### config.mk
export PLATFORM = sky130hd
export DESIGN_NAME = gp_serial_adder_ctrl_flat
export DESIGN_NICKNAME = d
export VERILOG_FILES = /design/src/rtl/gpsa_pkg.sv /design/src/rtl/gp_serial_adder_ctrl_if.sv /design/src/rtl/gp_bit_cell.sv /design/src/rtl/gp_serial_adder_ctrl.sv /design/src/flat_wrapper.sv
export SDC_FILE = /design/constraint.sdc
export NUM_CORES = 1
export LEC_CHECK = 0
export ABC_AREA = 1
export ABC_CLOCK_PERIOD_IN_PS = 3600
export BUFFER_PORTS_ARGS = -buffer_cell sky130_fd_sc_hd__buf_2
export CAP_MARGIN = 0
export CORE_MARGIN = 2
export CORE_UTILIZATION = 47
export CTS_CLUSTER_DIAMETER = 50
export DETAILED_ROUTE_END_ITERATION = 16
export MAX_ROUTING_LAYER = met4
export PLACE_DENSITY = 0.81
export SYNTH_ARGS = -nofsm -noshare
export SYNTH_HDL_FRONTEND = slang
export SYNTH_SLANG_ARGS = --single-unit
### constraint.sdc
create_clock -name clk -period 3.6 [get_ports clk]
set_clock_uncertainty 0.1 [all_clocks]
set_input_delay 0.54 -clock clk [delete_from_list [all_inputs] [get_ports clk]]
set_output_delay 0.54 -clock clk [all_outputs]
set_load 0.01 [all_outputs]
### src/rtl/gpsa_pkg.sv
// Shared types and constants for the bit-serial g/p adder controller.
package gpsa_pkg;

  localparam int GPSA_WIDTH = 6;

  typedef enum logic [1:0] {
    IDLE = 2'd0,
    RUN  = 2'd1,
    DONE = 2'd2
  } gpsa_state_e;

  // Bits needed to count 0..value-1, never less than one.
  function automatic int clog2(input int value);
    int r;
    r = 0;
    for (int i = 0; i < 31; i++) begin
      if ((32'sd1 <<< i) < value) begin
        r = i + 1;
      end
    end
    return (r < 1) ? 1 : r;
  endfunction

endpackage

### src/rtl/gp_serial_adder_ctrl_if.sv
// Operand/result handshake bundle for gp_serial_adder_ctrl.
// GPSA_OVF_EN adds the signed-overflow flag ovf.
interface gp_serial_adder_ctrl_if import gpsa_pkg::*; #(
  parameter int WIDTH = GPSA_WIDTH
) ();

  logic             in_valid;
  logic             in_ready;
  logic [WIDTH-1:0] a;
  logic [WIDTH-1:0] b;
  logic             cin;
  logic             out_valid;
  logic             out_ready;
  logic [WIDTH-1:0] sum;
  logic             cout;
  logic             grp_g;
  logic             grp_p;
`ifdef GPSA_OVF_EN
  logic             ovf;
`endif

  modport master (
`ifdef GPSA_OVF_EN
    input  ovf,
`endif
    output in_valid, a, b, cin, out_ready,
    input  in_ready, out_valid, sum, cout, grp_g, grp_p
  );

  modport slave (
`ifdef GPSA_OVF_EN
    output ovf,
`endif
    input  in_valid, a, b, cin, out_ready,
    output in_ready, out_valid, sum, cout, grp_g, grp_p
  );

endinterface

### src/rtl/gp_bit_cell.sv
// Single generate/propagate/half-sum bit cell shared with the parallel adder.
module gp_bit_cell (
  input  logic x,
  input  logic y,
  input  logic c,
  output logic g,
  output logic p,
  output logic h,
  output logic s,
  output logic co
);

  assign g  = x & y;
  assign p  = x | y;
  assign h  = p & ~g;
  assign s  = h ^ c;
  assign co = g | (p & c);

endmodule

### src/rtl/gp_serial_adder_ctrl.sv
// Bit-serial WIDTH-bit adder sequencer, LSB first, with group G/P accumulation.
// Optional GPSA_OVF_EN adds a registered two's-complement overflow flag.
module gp_serial_adder_ctrl import gpsa_pkg::*; #(
  parameter int WIDTH = GPSA_WIDTH
) (
  input  logic                   clk,
  input  logic                   rst,
  gp_serial_adder_ctrl_if.slave  bus
);

  localparam int               CNT_W    = clog2(WIDTH);
  localparam logic [CNT_W-1:0] CNT_LAST = CNT_W'(WIDTH - 1);

  gpsa_state_e      state_q, state_d;
  logic [WIDTH-1:0] a_q, a_d;
  logic [WIDTH-1:0] b_q, b_d;
  logic [WIDTH-1:0] sum_q, sum_d;
  logic             c_q, c_d;
  logic             g_q, g_d;
  logic             p_q, p_d;
  logic [CNT_W-1:0] cnt_q, cnt_d;
`ifdef GPSA_OVF_EN
  logic             ovf_q, ovf_d;
`endif

  logic cell_g, cell_p, cell_s, cell_co;
  logic unused_h;

  gp_bit_cell u_cell (
    .x  (a_q[0]),
    .y  (b_q[0]),
    .c  (c_q),
    .g  (cell_g),
    .p  (cell_p),
    .h  (unused_h),
    .s  (cell_s),
    .co (cell_co)
  );

  // Next-state and datapath update for the IDLE/RUN/DONE sequence.
  always_comb begin
    state_d = state_q;
    a_d     = a_q;
    b_d     = b_q;
    sum_d   = sum_q;
    c_d     = c_q;
    g_d     = g_q;
    p_d     = p_q;
    cnt_d   = cnt_q;
`ifdef GPSA_OVF_EN
    ovf_d   = ovf_q;
`endif
    case (state_q)
      IDLE: begin
        if (bus.in_valid) begin
          a_d     = bus.a;
          b_d     = bus.b;
          c_d     = bus.cin;
          g_d     = 1'b0;
          p_d     = 1'b1;
          cnt_d   = '0;
          state_d = RUN;
        end else begin
          state_d = IDLE;
        end
      end
      RUN: begin
        a_d   = a_q >> 1;
        b_d   = b_q >> 1;
        sum_d = {cell_s, sum_q[WIDTH-1:1]};
        c_d   = cell_co;
        g_d   = cell_g | (cell_p & g_q);
        p_d   = p_q & cell_p;
        // The counter parks on the last index rather than wrapping.
        if (cnt_q == CNT_LAST) begin
          state_d = DONE;
`ifdef GPSA_OVF_EN
          ovf_d   = c_q ^ cell_co;
`endif
        end else begin
          cnt_d = cnt_q + CNT_W'(1);
        end
      end
      DONE: begin
        if (bus.out_ready) begin
          state_d = IDLE;
        end else begin
          state_d = DONE;
        end
      end
      default: begin
        state_d = IDLE;
      end
    endcase
  end

  // State and datapath registers with synchronous reset.
  always_ff @(posedge clk) begin
    if (rst) begin
      state_q <= IDLE;
      a_q     <= '0;
      b_q     <= '0;
      sum_q   <= '0;
      c_q     <= 1'b0;
      g_q     <= 1'b0;
      p_q     <= 1'b0;
      cnt_q   <= '0;
`ifdef GPSA_OVF_EN
      ovf_q   <= 1'b0;
`endif
    end else begin
      state_q <= state_d;
      a_q     <= a_d;
      b_q     <= b_d;
      sum_q   <= sum_d;
      c_q     <= c_d;
      g_q     <= g_d;
      p_q     <= p_d;
      cnt_q   <= cnt_d;
`ifdef GPSA_OVF_EN
      ovf_q   <= ovf_d;
`endif
    end
  end

  assign bus.in_ready  = (state_q == IDLE);
  assign bus.out_valid = (state_q == DONE);
  assign bus.sum       = sum_q;
  assign bus.cout      = c_q;
  assign bus.grp_g     = g_q;
  assign bus.grp_p     = p_q;
`ifdef GPSA_OVF_EN
  assign bus.ovf       = ovf_q;
`endif

endmodule

### src/flat_wrapper.sv
// flat-port wrapper written by rule: the top's interface ports become plain ports
module gp_serial_adder_ctrl_flat import gpsa_pkg::*;
#(
  parameter int WIDTH = GPSA_WIDTH
)
  (clk, rst, bus_in_valid, bus_a, bus_b, bus_cin, bus_out_ready, bus_in_ready, bus_out_valid, bus_sum, bus_cout, bus_grp_g, bus_grp_p);
  gp_serial_adder_ctrl_if #(.WIDTH(WIDTH)) bus_i ();
  input  logic clk;
  input  logic rst;
  input wire logic [$bits(bus_i.in_valid)-1:0] bus_in_valid;
  input wire logic [$bits(bus_i.a)-1:0] bus_a;
  input wire logic [$bits(bus_i.b)-1:0] bus_b;
  input wire logic [$bits(bus_i.cin)-1:0] bus_cin;
  input wire logic [$bits(bus_i.out_ready)-1:0] bus_out_ready;
  output wire logic [$bits(bus_i.in_ready)-1:0] bus_in_ready;
  output wire logic [$bits(bus_i.out_valid)-1:0] bus_out_valid;
  output wire logic [$bits(bus_i.sum)-1:0] bus_sum;
  output wire logic [$bits(bus_i.cout)-1:0] bus_cout;
  output wire logic [$bits(bus_i.grp_g)-1:0] bus_grp_g;
  output wire logic [$bits(bus_i.grp_p)-1:0] bus_grp_p;
  assign bus_i.in_valid = bus_in_valid;
  assign bus_i.a = bus_a;
  assign bus_i.b = bus_b;
  assign bus_i.cin = bus_cin;
  assign bus_i.out_ready = bus_out_ready;
  assign bus_in_ready = bus_i.in_ready;
  assign bus_out_valid = bus_i.out_valid;
  assign bus_sum = bus_i.sum;
  assign bus_cout = bus_i.cout;
  assign bus_grp_g = bus_i.grp_g;
  assign bus_grp_p = bus_i.grp_p;
  gp_serial_adder_ctrl #(.WIDTH(WIDTH)) u_core (.clk(clk), .rst(rst), .bus(bus_i));
endmodule
=== Word-level counts from Yosys, hierarchy flattened ===
Index checks and enable logic that the tools add are counted.
Widths: inputs -> output; s select.

* Add/subtract/negate cells: 1
* Equality and inequality tests: 6
* Muxes and demuxes: 17
* Bitwise logic cells: 10
* Reduce and logical (&&, ||, !) cells: 4

{| class="wikitable"
|+ Operator list
! cell !! count
|-
| $pmux 6 s2 || 2
|-
| $mux 6 || 2
|-
| $mux 3 || 2
|-
| $pmux 1 s2 || 3
|-
| $pmux 2 s3 || 1
|-
| $pmux 3 s2 || 1
|-
| $and 1x1->1 || 5
|-
| $mux 1 || 4
|-
| $mux 2 || 2
|-
| $ne 2x2->1 const B || 2
|-
| $add 3x1->3 const B || 1
|-
| $eq 3x3->1 const B || 1
|-
| $or 1x1->1 || 3
|-
| $reduce_and 3->1 || 1
|-
| $eq 2x1->1 const B || 1
|-
| $eq 2x2->1 const B || 1
|-
| $logic_not 2->1 || 1
|-
| $ne 2x1->1 const B || 1
|-
| $reduce_and 2->1 || 1
|-
| $reduce_bool 2->1 || 1
|-
| $not 1->1 || 1
|-
| $xor 1x1->1 || 1
|}

* Bits in registers: 26
* Input bits: 17
* Output and inout port bits: 11
* Logic and storage cells: 46

=== Longest topological paths before layout ===
* Word-level depth: 4
* Mapped depth: 7
* Mapped depth without buffers: 7

=== Hierarchy ===
From an unflattened synthesis, not the netlist that was laid out.

* Cells, all modules: 178
* Area total of the unflattened synthesis: 1226.2 um2

{| class="wikitable"
|+ Modules (own cells, without submodules)
! module !! instances !! cells each !! area each (um2) !! sequential area each (um2)
|-
| gp_serial_adder_ctrl || 1 || 172 || 1169.9 || 520.5
|-
| gp_bit_cell || 1 || 6 || 56.3 || 0.0
|}

=== Worst setup path before layout ===
No wires, ideal clock.

* Path kind: register to output
* Start: reg u_core.state_q[1]
* End: out bus_out_valid
* Arrival time: 0.641 ns
* Data required time: 2.960 ns
* Path slack: 2.319 ns
* Cell stages (with the launch flop): 3
* Buffers on the path: 0
* Cell sequence: dfxtp_1 > inv_1 > nor2_1

* Cells in the longest elaborated chain, start to end: 1

{| class="wikitable"
|+ RTL lines
! item !! line !! RTL
|-
| start, declared || gp_serial_adder_ctrl.sv:14 || <nowiki>gpsa_state_e state_q, state_d;</nowiki>
|-
| start signal, assigned || gp_serial_adder_ctrl.sv:112 || <nowiki>state_q <= state_d;</nowiki>
|-
| $eq 2x2->1 || gp_serial_adder_ctrl.sv:127 || <nowiki>assign bus.out_valid = (state_q == DONE);</nowiki>
|-
| end, declared || flat_wrapper.sv:16 || <nowiki>output wire logic [$bits(bus_i.out_valid)-1:0] bus_out_valid;</nowiki>
|}

Every way passes these cells.

=== Worst setup path in the final report ===
Ends and elaborated chain as after synthesis.

==> metrics.cfg <==
[outcome]
outcome=finished clean

[synthesis]
syn_area_per_cell_um2=6.85
yosys_warnings=0
synthTopCellsByArea=dfxtp_1 43%, nand2_1 16%, nor2_1 8.7%
synth_seq_cells=26
ys_seq_area_frac=0.429
synth_area_um2=1210
synth_nets=199
synth_top_area_cell=dfxtp_1
synthCells=177
synth_top_area_frac=0.429
yosys.cell_types.count=18

[power_and_ir_drop]
ir_drop_mv=0.289
powerDensity_nw_per_um2=458
p_leak_nw=0.717
total_power_uw=646

[detailed_routing]
drcViolationCount=0
drt_iter0_markers=22
drt_wl_total_mm=2.31
routed-via-count=1084
via_per_inst=4.63
post_drt_wl_per_cell_um=9.88
drt-pass1-iter-count=4
ant_nets=0

[sta]
worstMarginPinSlew_ns=0.787
fin_tns_setup_ns=0
whs_ns=0.346
finalCritPeriodShare=0.499
period_minus_slack_ns=1.80
slew_violations=0
rsz0062_at_grt=no
hold_viol=0
max-slew-margin-rel=0.475
finalSetupViolCount=0
fmax_ghz=0.556

[worst_setup_path]
critical_path.top_delay_family=flip-flops
critPathBufInv=2
crit_path_top_delay_cell=dfxtp_1
worstSetupPathType=reg2out
worst_setup_path_end_kind=output pin
cp.required_ns=2.96
slowest_delay_ns=0.41
crit_arrival_ns=1.16
path_max_fanout=4
startpoint_type=flop
crit_chain=inv_1 -> nor2_1 -> buf_2

[grt]
overflow=0
grt_pass1_wl_mm=4.08
grt_max_degree=21
grtUsageTotal=0.193
grt_pass1_vias=970
antenna_found_initial=0

[clock_tree]
cts_tree=yes
post_cts_buffers=0
htreeDepth=1
clock-root-buffer=clkbuf_4
insertion_delay_ns=0.32
cts.path.max_buffers=2
cts_resized=0
postCtsHoldBufs=0
cts_buffers=3
path_clk_slew_ns=0.15
clock_sinks=26

[cells_and_area]
area_growth_pct=16.4
num_antenna_cells=0
final_cell_mix=52 x nand2_1, 28 x nor2_1, 27 x buf_2, 26 x dfxtp_1, 25 x inv_1
layout.nets=227
drive_gt1_frac=0.196
final_common_cell=nand2_1

[job]
maxCapViolations=0

[floorplanning]
core.rowCount=18
fp.dieArea_um2=3000
die_width_um=54.8
die_y_um=54.8
core_area_um2=2450
pin_count=28
start_util=0.494

[min_path]
holdCritPathClass=in2reg

[place]
gp_congestion=0.741
port_buffers=27
hpwl_mm=1.69

-- through the flow --
stage / cells / worst slack [ns] / util / area, um2
after floorplan: 177 / 2.32 / - / 1210
final: 234 / 1.80 / 0.575 / 1410
after detailed placement: 230 / 1.97 / 0.554 / 1360
after global placement: 230 / 2.02 / 0.554 / 1360
after global routing: 234 / 1.72 / 0.575 / 1410
after CTS: 234 / 1.81 / 0.575 / 1410
-- cells in the mapped netlist --
cell type and count:
nand2_1 52, nor2_1 28, dfxtp_1 26, inv_1 25, o21ai_0 12, nand3_1 9
a21oi_1 7, ha_1 4, clkbuf_1 2, inv_2 2, nand2_2 2, nor2_2 2
a21oi_2 1, buf_4 1, buf_6 1, fa_1 1, nand2_4 1, o21ai_2 1
-- worst paths after layout --
path	endpoint	startpoint	slack, ns	cells past startpoint
max reg2reg	u_core.bus.grp_g	u_core.state_q[0]	1.95	4
max	bus_out_valid	u_core.state_q[1]	1.80	3
min	u_core.state_q[1]	bus_out_ready	0.35	4
min reg2reg	u_core.bus.grp_p	u_core.bus.grp_p	0.37	2
-- sequential cells by signal, summed over array words and instances, names as in the netlist --
name and count:
u_core.a_q 6, u_core.bus.grp_g 1, u_core.cnt_q 3, u_core.bus.grp_p 1, u_core.state_q 2, u_core.bus.cout 1, u_core.b_q 6, u_core.bus.sum 6
-- where the power goes --
group	switching, mW	internal (mW)
clock network	0.0873	0.113
registers	0.0176	0.312
logic	0.0727	0.0438
total	0.178	0.468
-- worst register-to-register path, stage by stage (launching register included) --
cell	delay, ns
dfxtp_1	0.46
inv_2	0.05
nor2_2	0.60
o21ai_0	0.22
a21oi_1	0.16
-- final cells by class --
class | instances | area [um2]
inverter | 27 | 101
clock inverter | 1 | 30.0
multi-input combinational | 120 | 564
sequential | 26 | 520
clock buffer | 3 | 22.5
tap | 30 | 37.5
timing repair buffer | 27 | 135
fill | 254 | 1040
-- cell families after synthesis --
group,Yosys count,share of synthesized area
buf+inv,31,0.105
simple gates,94,0.315
flops,26,0.429
compound gates,21,0.0929
fa+ha+maj,5,0.0578
-- routing by layer --
layer / wire, um / part of all wire / vias to the layer above / GRT usage
li1: - / - / 590 / -
met1: 1160 / 0.50 / 465 / 0.239
met2: 1030 / 0.44 / 27 / 0.312
met3: 103 / 0.045 / 2 / 0.0328
met4: 17 / 0.0074 / 0 / 0.0750
met5: 0 / 0 / - / -
Note: power is estimated with default switching activity, not from simulation.
